### src/rtl/clkdiv_pkg.sv
// Shared definitions for the divided-clock monitor: FSM state encoding and
// the timeout multiplier applied to the expected divide ratio.
package clkdiv_pkg;

    // Monitor FSM: waiting to arm, measuring towards lock, or locked
    typedef enum logic [1:0] {
        IDLE    = 2'd0,
        MEASURE = 2'd1,
        LOCKED  = 2'd2
    } state_e;

    // A period longer than this many expected periods counts as a dead clock
    localparam int TIMEOUT_MULT = 2;

endpackage

### src/rtl/clk_div_monitor_if.sv
// Bundle of the monitored divided clock and the measurement results.
// The monitor drives the results (master); a consumer such as a bench or a
// status block reads them and, in a bench, drives the divided clock (slave).
interface clk_div_monitor_if #(
    parameter int CW = 8
);
    logic          clk_div;
    logic          meas_valid;
    logic [CW-1:0] period_o;
    logic [CW-1:0] high_o;
    logic          err;
    logic          locked;

    modport master (
        input  clk_div,
        output meas_valid,
        output period_o,
        output high_o,
        output err,
        output locked
    );

    modport slave (
        output clk_div,
        input  meas_valid,
        input  period_o,
        input  high_o,
        input  err,
        input  locked
    );

endinterface

### src/rtl/clkdiv_edge_det.sv
// Two-stage sampler of the divided clock in the source clock domain.
// Provides the sampled level and a one-cycle rising-edge indication.
module clkdiv_edge_det (
    input  logic clk,
    input  logic rst,
    input  logic clk_div_i,
    output logic rise_o,
    output logic level_o
);

    logic s1_q;
    logic s2_q;

    // Sample the divided clock as data and keep one cycle of history
    always_ff @(posedge clk) begin
        if (rst) begin
            s1_q <= 1'b0;
            s2_q <= 1'b0;
        end else begin
            s1_q <= clk_div_i;
            s2_q <= s1_q;
        end
    end

    assign rise_o  = s1_q & ~s2_q;
    assign level_o = s1_q;

endmodule

### src/rtl/clk_div_monitor.sv
// Divided-clock monitor: measures period and high time of each cycle of
// clk_div in clk cycles, flags bad periods and dead clocks, and reports
// lock after LOCK_CNT consecutive good periods.
module clk_div_monitor
    import clkdiv_pkg::*;
#(
    parameter int DIV      = 9,
    parameter int HI_MIN   = 4,
    parameter int HI_MAX   = 5,
    parameter int LOCK_CNT = 4,
    parameter int CW       = 8
) (
    input  logic                clk,
    input  logic                rst,
    clk_div_monitor_if.master   mon
);

    localparam int GW = $clog2(LOCK_CNT + 1);

    localparam logic [CW-1:0] PMAX     = CW'(TIMEOUT_MULT * DIV);
    localparam logic [CW-1:0] DIV_C    = CW'(DIV);
    localparam logic [CW-1:0] HI_MIN_C = CW'(HI_MIN);
    localparam logic [CW-1:0] HI_MAX_C = CW'(HI_MAX);
    localparam logic [GW-1:0] LOCK_C   = GW'(LOCK_CNT);

    logic          rise;
    logic          level;

    state_e        state_q, state_d;
    logic [CW-1:0] pcnt_q, pcnt_d;
    logic [CW-1:0] hcnt_q, hcnt_d;
    logic [GW-1:0] good_q, good_d;
    logic [CW-1:0] period_q, period_d;
    logic [CW-1:0] high_q, high_d;
    logic          mv_q, mv_d;
    logic          err_q, err_d;
    logic          lock_q, lock_d;

    logic          measuring;
    logic          timeout;
    logic          period_good;
    logic [GW-1:0] good_inc;

    clkdiv_edge_det u_edge (
        .clk       (clk),
        .rst       (rst),
        .clk_div_i (mon.clk_div),
        .rise_o    (rise),
        .level_o   (level)
    );

    // A rise wins over a timeout on the same cycle; the period then reads 2*DIV
    assign measuring   = (state_q != IDLE);
    assign timeout     = measuring && !rise && (pcnt_q == PMAX);
    assign period_good = (pcnt_q == DIV_C) && (hcnt_q >= HI_MIN_C) && (hcnt_q <= HI_MAX_C);
    assign good_inc    = (good_q == LOCK_C) ? good_q : good_q + GW'(1);

    // Period and high-time counters restart on every rise and saturate otherwise
    always_comb begin
        pcnt_d = pcnt_q;
        hcnt_d = hcnt_q;
        if (rise) begin
            pcnt_d = CW'(1);
            hcnt_d = CW'(1);
        end else begin
            if (pcnt_q != PMAX) begin
                pcnt_d = pcnt_q + CW'(1);
            end
            if (level && (hcnt_q != PMAX)) begin
                hcnt_d = hcnt_q + CW'(1);
            end
        end
    end

    // FSM state register
    always_ff @(posedge clk) begin
        if (rst) begin
            state_q <= IDLE;
        end else begin
            state_q <= state_d;
        end
    end

    // FSM next-state: arm on first rise, lock on a run of good periods, drop on errors
    always_comb begin
        state_d = state_q;
        case (state_q)
            IDLE: begin
                if (rise) begin
                    state_d = MEASURE;
                end
            end
            MEASURE: begin
                if (rise) begin
                    if (period_good && (good_inc == LOCK_C)) begin
                        state_d = LOCKED;
                    end
                end else if (timeout) begin
                    state_d = IDLE;
                end
            end
            LOCKED: begin
                if (rise) begin
                    if (!period_good) begin
                        state_d = MEASURE;
                    end
                end else if (timeout) begin
                    state_d = IDLE;
                end
            end
            default: state_d = IDLE;
        endcase
    end

    // FSM outputs: measurement capture, error pulse, good-run count and lock level
    always_comb begin
        mv_d     = 1'b0;
        err_d    = 1'b0;
        period_d = period_q;
        high_d   = high_q;
        good_d   = good_q;
        lock_d   = lock_q;
        if (measuring && rise) begin
            mv_d     = 1'b1;
            period_d = pcnt_q;
            high_d   = hcnt_q;
            if (period_good) begin
                good_d = good_inc;
                if (good_inc == LOCK_C) begin
                    lock_d = 1'b1;
                end
            end else begin
                err_d  = 1'b1;
                good_d = '0;
                lock_d = 1'b0;
            end
        end else if (timeout) begin
            err_d  = 1'b1;
            good_d = '0;
            lock_d = 1'b0;
        end
    end

    // Counter and output registers
    always_ff @(posedge clk) begin
        if (rst) begin
            pcnt_q   <= '0;
            hcnt_q   <= '0;
            good_q   <= '0;
            period_q <= '0;
            high_q   <= '0;
            mv_q     <= 1'b0;
            err_q    <= 1'b0;
            lock_q   <= 1'b0;
        end else begin
            pcnt_q   <= pcnt_d;
            hcnt_q   <= hcnt_d;
            good_q   <= good_d;
            period_q <= period_d;
            high_q   <= high_d;
            mv_q     <= mv_d;
            err_q    <= err_d;
            lock_q   <= lock_d;
        end
    end

    assign mon.meas_valid = mv_q;
    assign mon.period_o   = period_q;
    assign mon.high_o     = high_q;
    assign mon.err        = err_q;
    assign mon.locked     = lock_q;

endmodule

### src/flat_wrapper.sv
// flat-port wrapper written by rule: the top's interface ports become plain ports
module clk_div_monitor_flat import clkdiv_pkg::*;
#(
    parameter int DIV      = 9,
    parameter int HI_MIN   = 4,
    parameter int HI_MAX   = 5,
    parameter int LOCK_CNT = 4,
    parameter int CW       = 8
)
  (clk, rst, mon_clk_div, mon_meas_valid, mon_period_o, mon_high_o, mon_err, mon_locked);
  clk_div_monitor_if #(.CW(CW)) mon_i ();
  input  logic clk;
  input  logic rst;
  input wire logic [$bits(mon_i.clk_div)-1:0] mon_clk_div;
  output wire logic [$bits(mon_i.meas_valid)-1:0] mon_meas_valid;
  output wire logic [$bits(mon_i.period_o)-1:0] mon_period_o;
  output wire logic [$bits(mon_i.high_o)-1:0] mon_high_o;
  output wire logic [$bits(mon_i.err)-1:0] mon_err;
  output wire logic [$bits(mon_i.locked)-1:0] mon_locked;
  assign mon_i.clk_div = mon_clk_div;
  assign mon_meas_valid = mon_i.meas_valid;
  assign mon_period_o = mon_i.period_o;
  assign mon_high_o = mon_i.high_o;
  assign mon_err = mon_i.err;
  assign mon_locked = mon_i.locked;
  clk_div_monitor #(.DIV(DIV), .HI_MIN(HI_MIN), .HI_MAX(HI_MAX), .LOCK_CNT(LOCK_CNT), .CW(CW)) u_core (.clk(clk), .rst(rst), .mon(mon_i));
endmodule
### config.mk
export PLATFORM = sky130hd
export DESIGN_NAME = clk_div_monitor_flat
export DESIGN_NICKNAME = d
export VERILOG_FILES = /design/src/rtl/clkdiv_pkg.sv /design/src/rtl/clk_div_monitor_if.sv /design/src/rtl/clkdiv_edge_det.sv /design/src/rtl/clk_div_monitor.sv /design/src/flat_wrapper.sv
export SDC_FILE = /design/constraint.sdc
export NUM_CORES = 1
export LEC_CHECK = 0
export ABC_AREA = 0
export ABC_CLOCK_PERIOD_IN_PS = 1800
export BUFFER_PORTS_ARGS = -buffer_cell sky130_fd_sc_hd__buf_4
export CORE_UTILIZATION = 25
export DETAILED_ROUTE_END_ITERATION = 10
export GPL_TIMING_DRIVEN = 0
export SLEW_MARGIN = 20
export SYNTH_ARGS = -nofsm -noshare
export SYNTH_HDL_FRONTEND = slang
export SYNTH_SLANG_ARGS = --single-unit
export TNS_END_PERCENT = 20
### constraint.sdc
create_clock -name clk -period 1.8 [get_ports clk]
set_input_delay 0.27 -clock clk [delete_from_list [all_inputs] [get_ports clk]]
set_output_delay 0.27 -clock clk [all_outputs]
set_load 0.05 [all_outputs]
# After elaboration in Yosys (flattened, before gate mapping)
# Cells that the tools add are included.
dict set report classes {
  add_sub_neg 3
  n_lt_le_gt_ge 2
  n_eq_ne 12
  n_mux 23
  n_bitwise 2
  n_reduce_logical 16
}
# op count
set op_table {}
lappend op_table {{8-bit by 1-bit adder with 8-bit output, second input constant} 2}
lappend op_table {{8-bit by 5-bit != test with 1-bit output, second input constant} 2}
lappend op_table {{1-bit 2-to-1 mux} 12}
lappend op_table {{2-bit 2-to-1 mux} 6}
lappend op_table {{3-bit 2-to-1 mux} 4}
lappend op_table {{3-bit != test, second input constant} 3}
lappend op_table {{8-bit by 4-bit == test with 1-bit output, second input constant} 1}
lappend op_table {{8-bit by 5-bit == test with 1-bit output, second input constant} 1}
lappend op_table {{8-bit by 3-bit >= comparator with 1-bit output, second input constant} 1}
lappend op_table {{8-bit by 3-bit less-or-equal comparator with 1-bit output, second input constant} 1}
lappend op_table {{2-bit nonzero test} 4}
lappend op_table {{1-bit logical AND} 7}
lappend op_table {{3-bit == test, second input constant} 2}
lappend op_table {{2-bit one-hot mux with 3 select lines} 1}
lappend op_table {{3-bit by 1-bit adder with 3-bit output, second input constant} 1}
lappend op_table {{3-bit AND reduction} 1}
lappend op_table {{2-bit by 1-bit == test with 1-bit output, second input constant} 1}
lappend op_table {{2-bit == test, second input constant} 1}
lappend op_table {{2-bit logical NOT} 1}
lappend op_table {{2-bit by 1-bit != test with 1-bit output, second input constant} 1}
lappend op_table {{2-bit AND reduction} 1}
lappend op_table {{2-bit OR reduction} 1}
lappend op_table {{1-bit AND} 1}
lappend op_table {{1-bit logical NOT} 1}
lappend op_table {{1-bit inverter} 1}
dict set report word_totals {
  regBits 42
  input_bits 3
  output_inout_bits 19
  wordCells 71
}

# Depth between registers and ports, before layout
# Gate-level depths: netlist (run 1).
dict set report depth {
  ltp_word 8
  mapped_depth 6
  ltp_nobuf 6
}

# Cells and area by module
# Synthesis (run 1) repeated with hierarchy kept, for this count alone.
dict set report unflattened {
  cells_unflattened 217
  hier_area_um2 1846.8
}
# module n_inst cells_each area_each_um2 seq_area_each_um2
set by_module_without_submodules {}
lappend by_module_without_submodules {clk_div_monitor 1 212 1785.5 800.8}
lappend by_module_without_submodules {clkdiv_edge_det 1 5 61.3 40.0}

# Worst setup path before layout (run 1)
# No wires, ideal clock.
dict set report synth_timing {
  path_type {flip-flop to flip-flop}
  start {reg u_core.hcnt_q[3]}
  end {reg u_core.state_q[0]}
  setup_time_ns 0.116
  arrival_time_ns 1.668
  setup_slack_ns 0.015
  path_stages_with_launch 5
  path_buffers 0
  synth_period_minus_slack_ns 1.785
  cell_sequence {dfxtp_1 or4_4 nor4_4 a2111oi_1 o211a_1}
}
dict set report synth_via {
  elab_chain_cells 6
  word_cells_on_any_way 8
  cone_classes {order compare (2); eq/ne (2); reduce/logical (4)}
}
# item line
set synth_lines {}
lappend synth_lines {{start: declaration} clk_div_monitor.sv:31} ;# logic [CW-1:0] hcnt_q, hcnt_d;
lappend synth_lines {{start signal: assignment} clk_div_monitor.sv:157} ;# hcnt_q <= hcnt_d;
lappend synth_lines {{8-bit by 3-bit >= comparator with 1-bit output} clk_div_monitor.sv:55} ;# assign period_good = (pcnt_q == DIV_C) && (hcnt_q >= HI_MIN_C) && (hcnt_q <= HI_MAX_C);
lappend synth_lines {{1-bit logical AND} clk_div_monitor.sv:55}
lappend synth_lines {{1-bit logical AND *} clk_div_monitor.sv:55}
lappend synth_lines {{1-bit logical AND} clk_div_monitor.sv:95} ;# if (period_good && (good_inc == LOCK_C)) begin
lappend synth_lines {{3-bit != test (no line)} n/a}
lappend synth_lines {{3-bit AND reduction (no line) *} n/a}
lappend synth_lines {{end signal: assignment} clk_div_monitor.sv:80} ;# state_q <= state_d;
lappend synth_lines {{end: declaration} clk_div_monitor.sv:29} ;# state_e state_q, state_d;
# Every way passes the cells marked *; elsewhere a longest branch is shown, timed or not.
# A chain may end at the register's enable or synchronous reset.

# Final worst setup path (run 1)
dict set report layout_timing {
  start {reg u_core.pcnt_q[6]}
  end {reg u_core.state_q[1]}
}
dict set report layout_via {
  elab_chain_cells 6
  word_cells_on_any_way 13
  cone_classes {eq/ne (4); mux (4); reduce/logical (5)}
}
# item line
set layout_lines {}
lappend layout_lines {{start: declaration} clk_div_monitor.sv:30} ;# logic [CW-1:0] pcnt_q, pcnt_d;
lappend layout_lines {{start signal: assignment} clk_div_monitor.sv:156} ;# pcnt_q <= pcnt_d;
lappend layout_lines {{8-bit by 4-bit == test with 1-bit output} clk_div_monitor.sv:55}
lappend layout_lines {{1-bit logical AND (2 in series)} clk_div_monitor.sv:55}
lappend layout_lines {{1-bit logical AND} clk_div_monitor.sv:95}
lappend layout_lines {{3-bit != test (no line)} n/a}
lappend layout_lines {{3-bit AND reduction (no line)} n/a}
# Several ways; a longest one is shown, not always the timed one.

==> metrics.csv, run 1 <==
metric,value,unit
max_slew_margin,0.684,
die_height,88.2,um
rsz0062_at_grt,yes,
synthAdderAreaFrac,0.0606,
r2r_start,u_core.pcnt_q[6],
endpoint_kind,flip-flop,
diodes,0,
syn-num-nets,224,
finalPower,1.91,mW
max_stage_delay,570,ps
yosysWarnings,0,
power_density,813,mW/mm^2
grt_max_degree,14,
regArea,855,um^2
fp.dieArea,0.00778,mm^2
drv_slew,0,
wl_per_cell,11.5,um
synth.most_common_cell,dfxtp_1,
syn_area_per_cell,8.76,um^2
numCtsBuffers,5,
clockBufferDepth,2,
gp_congestion,0.777,
tritoncts,built,
dp_hpwl,2690,um
cp_num_cells,5,
fp.dieW,88.2,um
synth_edf_count,0,
path_delay_family,simple AND/OR/NAND/NOR gates,
cts.sinks,42,
grt.overflow.total,0,
cp_max_fo,7,
fin_tns_setup,0,ps
final_hold_viol_count,0,
fin_nets,254,
root_buffer,clkbuf_8,
grt.met1_usage,0.139,
worst_ep_required_time,2020,ps
drive_gt1_frac,0.230,
cp-start-kind,flip-flop,
ys.flop_type,dfxtp_1,
drtAntennaViolNets,0,
ys_ff_latch,42,
globalRouteMet3Util,0.0302,
r2r-end,u_core.state_q[1],
port_buffers,21,
clock_skew,3.19,ps
via_count,1496,
finalCriticalPeriod,1770,ps
start_util,0.257,
yosys-top-cells-area,"dfxtp_1, nand2_1, ha_1",
hold_class,input port to flip-flop,
cp_slowest_cell,or4_4,
firstDrtPassIters,5,
fillers,800,
grt_util_met2,0.177,
cp-startpoint,u_core.pcnt_q[6],
fin_util,0.325,
synth-simple-area-share,0.232,
synth.distinct_cells,37,
holdWs,194,ps
rrSetupSlack,30,ps
clk_pin_slew_worst_paths,80,ps
drt-total-wl,3920,um
antenna_found_initial,0,
top_usage_layer,met2,
fmax,0.564,GHz
arrival,1990,ps
drt_iter0_markers,44,
grt_pass1_wl,6600,um
yosys-mux-area-fraction,0.00539,
grt_pass1_vias,1385,
holdBufCountCts,0,
clock_latency,290,ps
place_ws,-216,ps
crit_path_cell_trace,or4_4 > nor4_4 > buf_6 > nand4_1 > a211oi_2,
synth_seq_area_share,0.453,
ir_drop,0.318,mV
htreeDepth,2,
setup_ws,26.8,ps
path_buf_inv,1,
syn_to_final_growth,26.3,%
drv_cap,0,
path_class,flip-flop to flip-flop,
yosysTopAreaCell,dfxtp_1,
drc,0,
p_leak,0.863,nW
cp-endpoint,u_core.state_q[1],
multi_input_area,0.00101,mm^2
outcome,finished clean,
synthArstFlopShare,0,
synthXorXnorAreaFrac,0.0708,
vias_per_cell,4.37,
layout.cells.non_filler,342,
ios,22,
synth_compound_area_frac,0.144,
syn_area,0.00186,mm^2
placed_cell_area,0.00214,mm^2
reg2regPathDepth,5,
synth_top_family_by_area,simple AND/OR/NAND/NOR gates,
grt_usage,0.109,
placedCellCount,332,
fin_area,0.00234,mm^2
yosys-top-cells-count,"dfxtp_1, nand2_1, a21oi_1",
worstMarginPinSlew,474,ps
core,0.00721,mm^2
num_rows,31,
syn_inst,212,
finalSetupViolations,0,
finalCritPeriodShare,0.985,
synth_top_area_share,0.453,
[final cells by class]
class	instances	area share
clock inverter	2	0.0160
inverter	8	0.0128
timing repair buffer	25	0.0816
sequential	42	0.364
buffer	7	0.0123
clock buffer	6	0.0309
tap	99	0.0528
multi-input combinational	153	0.429
[sequential cells by signal, summed over array words and instances (netlist names)]
register               count
u_core.mon.period_o        8
u_core.mon.err             1
u_core.u_edge.s2_q         1
u_core.mon.locked          1
u_core.pcnt_q              8
u_core.hcnt_q              8
u_core.state_q             2
u_core.mon.meas_valid      1
u_core.good_q              3
u_core.u_edge.level_o      1
u_core.mon.high_o          8
[worst min-delay path by stage]
| stage | start | to | slack (ps) | cells past startpoint |
|---|---|---|---|---|
| after floorplan | mon_clk_div | u_core.u_edge.level_o | 400 | 1 |
| after global placement | u_core.mon.high_o[7] | u_core.mon.high_o[7] | 450 | 2 |
| after detailed placement | u_core.mon.period_o[2] | u_core.mon.period_o[2] | 450 | 2 |
| after CTS | mon_clk_div | u_core.u_edge.level_o | 190 | 2 |
| after global routing | mon_clk_div | u_core.u_edge.level_o | 240 | 2 |
| final | mon_clk_div | u_core.u_edge.level_o | 190 | 2 |
[logic make-up after synthesis]
logic type               after synthesis
AO/OA/AOI/OAI                         43
XOR/XNOR                              15
adder cells (fa/ha/maj)                9
buffers and inverters                 17
flip-flops                            42
multiplexers                           1
AND/OR/NAND/NOR                       85
[cell usage in the layout (no fill, tap or decap), types with 2 or more instances in the layout]
master    instances
o21ai_1           3
nor2b_1           3
xnor2_1           4
a31oi_1           2
nand2b_1          3
nor2_1           17
nand3b_1          2
ha_2              2
dfxtp_2           8
ha_1              7
nand3_1          10
buf_4            24
clkbuf_1          6
xor2_1           11
or4_4             2
and3_1            4
dfxtp_1          33
nand2_1          33
clkbuf_8          5
inv_1             7
nand4_1           3
a21oi_1          22
a211oi_1          2
clkbuf_2          2
[worst reg2reg max path, delay by kind of cell (launching register included)]
kind                   cells  cell delay, ps
and+or+nand+nor            3            1010
AOI/OAI and AO/OA          1             200
buffers and inverters      1             170
DFF                        1             330
[timing repair]
action,4_1_cts,5_1_grt
pin swaps,10,3
setup buffers,4,0
endpoints found under the setup margin,6,24
gates resized for setup,15,11
hold endpoints to repair,0,0
[power breakdown]
part           switching [mW]  leakage [nW]  internal [mW]  total [mW]
clock network           0.333        0.0514          0.414       0.747
registers              0.0347         0.345          0.950       0.985
logic                   0.113         0.467         0.0627       0.175
total                   0.480         0.863           1.43        1.91
[routing by layer]
layer | share of wire | wire length, um | vias up
met5 | 0 | 0 | -
met4 | 0.010 | 40 | 0
met3 | 0.040 | 155 | 4
met2 | 0.46 | 1800 | 23
met1 | 0.49 | 1920 | 684
li1 | - | - | 785
No activity file was read; power rests on OpenSTA's default activity.
==> run 2: changes to the inputs <==
ABC_CLOCK_PERIOD_IN_PS = 1600   (was 1800)
clock period = 1.6 ns   (was 1.8 ns; I/O delays follow)
==> metrics.csv, run 2 (synthesized netlist as in run 1, its figures left out) <==
metric,value,unit,change
worstMarginPinSlew,606,ps,+132 ps
mostFrequentLayoutCells,"nand2_1, dfxtp_1, buf_4, a21oi_1, nor2_1",,
firstDrtPassIters,4,,-1
grt_pass1_vias,1496,,+8.0%
setup_ws,-238,ps,-265 ps
drc,0,,unchanged
clk_pin_slew_worst_paths,80,ps,about the same
max_slew_margin,0.595,,-0.0894
clock_skew,4.78,ps,+1.59 ps
finalCriticalPeriod,1840,ps,+65.1 ps
dp_hpwl,2730,um,+1.2%
die_height,88.2,um,unchanged
numCtsBuffers,5,,unchanged
power_density,888,mW/mm^2,+9.1%
fin_tns_setup,-1690,ps,-1690 ps
grt_pass1_wl,6870,um,+4.2%
root_buffer,clkbuf_8,,
finalSetupViolations,10,,+10
min_from,mon_clk_div,,
core,0.00721,mm^2,unchanged
hold_class,input port to flip-flop,,
num_rows,31,,unchanged
port_buffers,21,,unchanged
clockBufferDepth,2,,unchanged
globalRouteMet3Util,0.0283,,-0.00189
cp-startpoint,u_core.hcnt_q[5],,
finalCritPeriodShare,1.15,,+0.164
grt_usage,0.114,,+0.00464
fp.dieW,88.2,um,unchanged
path_class,flip-flop to flip-flop,,
top_usage_layer,met2,,
clock_latency,300,ps,about the same
vias_per_cell,4.42,,+0.94%
drive_gt1_frac,0.268,,+0.0375
via_count,1541,,+3.0%
ir_drop,0.377,mV,+18%
cts.sinks,42,,unchanged
final_hold_viol_count,0,,unchanged
p_leak,0.916,nW,+6.2%
grt_max_degree,14,,unchanged
drt-total-wl,4070,um,+3.8%
antenna_found_initial,0,,unchanged
r2r_start,u_core.hcnt_q[5],,
diodes,0,,unchanged
cp_max_fo,7,,unchanged
drtAntennaViolNets,0,,unchanged
tritoncts,built,,
arrival,2010,ps,+20 ps
fillers,773,,-3.4%
grt_util_met2,0.196,,+0.0189
gp_congestion,0.764,,-1.7%
rsz0062_at_grt,yes,,
grt.met1_usage,0.137,,-0.00189
endpoint_kind,flip-flop,,
fin_util,0.336,,+0.0114
grt.overflow.total,0,,unchanged
syn_to_final_growth,30.7,%,
placed_cell_area,0.00215,mm^2,+0.64%
wl_per_cell,11.7,um,+1.7%
place_ws,-341,ps,-125 ps
cp-start-kind,flip-flop,,
drt_iter0_markers,44,,unchanged
placedCellCount,332,,unchanged
holdWs,152,ps,-42.3 ps
layout.cells.non_filler,349,,+2.0%
drv_slew,0,,unchanged
finalPower,2.15,mW,+13%
start_util,0.257,,unchanged
worst_ep_required_time,1770,ps,-250 ps
drv_cap,0,,unchanged
fmax,0.544,GHz,-3.5%
fin_area,0.00243,mm^2,+3.5%
violations,negative setup slack,,
ios,22,,unchanged
htreeDepth,2,,unchanged
holdBufCountCts,0,,unchanged
outcome,finished with violations,,
fin_nets,261,,+2.8%
fp.dieArea,0.00778,mm^2,unchanged
-- run 2: changes by cell type in the layout (fill, tap and decap cells not counted), sizes merged --
cell / change
buf: +5
clkbuf: +1
clkinv: +2
clkinvlp: -1
-- run 2: what timing repair did --
action | CTS | global route
pin swaps | 9 | 2
gates resized for setup | 18 | 12
buffers inserted | 7 | 2
cloned | 0 | 0
setup endpoints to repair | 32 | 29
-- run 2: path summary, 6_finish.rpt --
kind / end / slack (ps) / cells past startpoint
max: u_core.mon.err / -240 / 6
max reg2reg: u_core.mon.err / -240 / 6
min reg2reg: u_core.mon.high_o[4] / 460 / 2
min: u_core.u_edge.level_o / 150 / 2
-- run 2: metal layers --
layer / share of wire / vias to the layer above / wire length (um)
met2: 0.48 / 17 / 1940
li1: - / 802 / -
met5: 0 / - / 0
met3: 0.026 / 7 / 104
met1: 0.48 / 715 / 1970
met4: 0.013 / 0 / 52
-- run 2: where the power goes --
part           switching (mW)  internal, mW
registers              0.0401          1.07
logic                   0.138        0.0769
clock network           0.374         0.459
total                   0.553          1.60
-- run 2: final cells by class --
cell class | count | area (um^2) | area share
multi-input cells | 153 | 1040 | 0.427
flip-flops and latches | 42 | 860 | 0.354
repair buffers | 30 | 229 | 0.0943
well taps | 99 | 124 | 0.0510
clock buffers | 5 | 68.8 | 0.0284
clock inverters | 3 | 40.0 | 0.0165
plain buffers | 9 | 38.8 | 0.0160
inverters | 8 | 30.0 | 0.0124
-- run 2: worst max-delay path: stages, from the launching register on --
cell	delay (ps)
dfxtp_4	350
or4_4	540
nor4_4	310
buf_6	170
buf_4	120
a211oi_4	50
nor2b_1	160
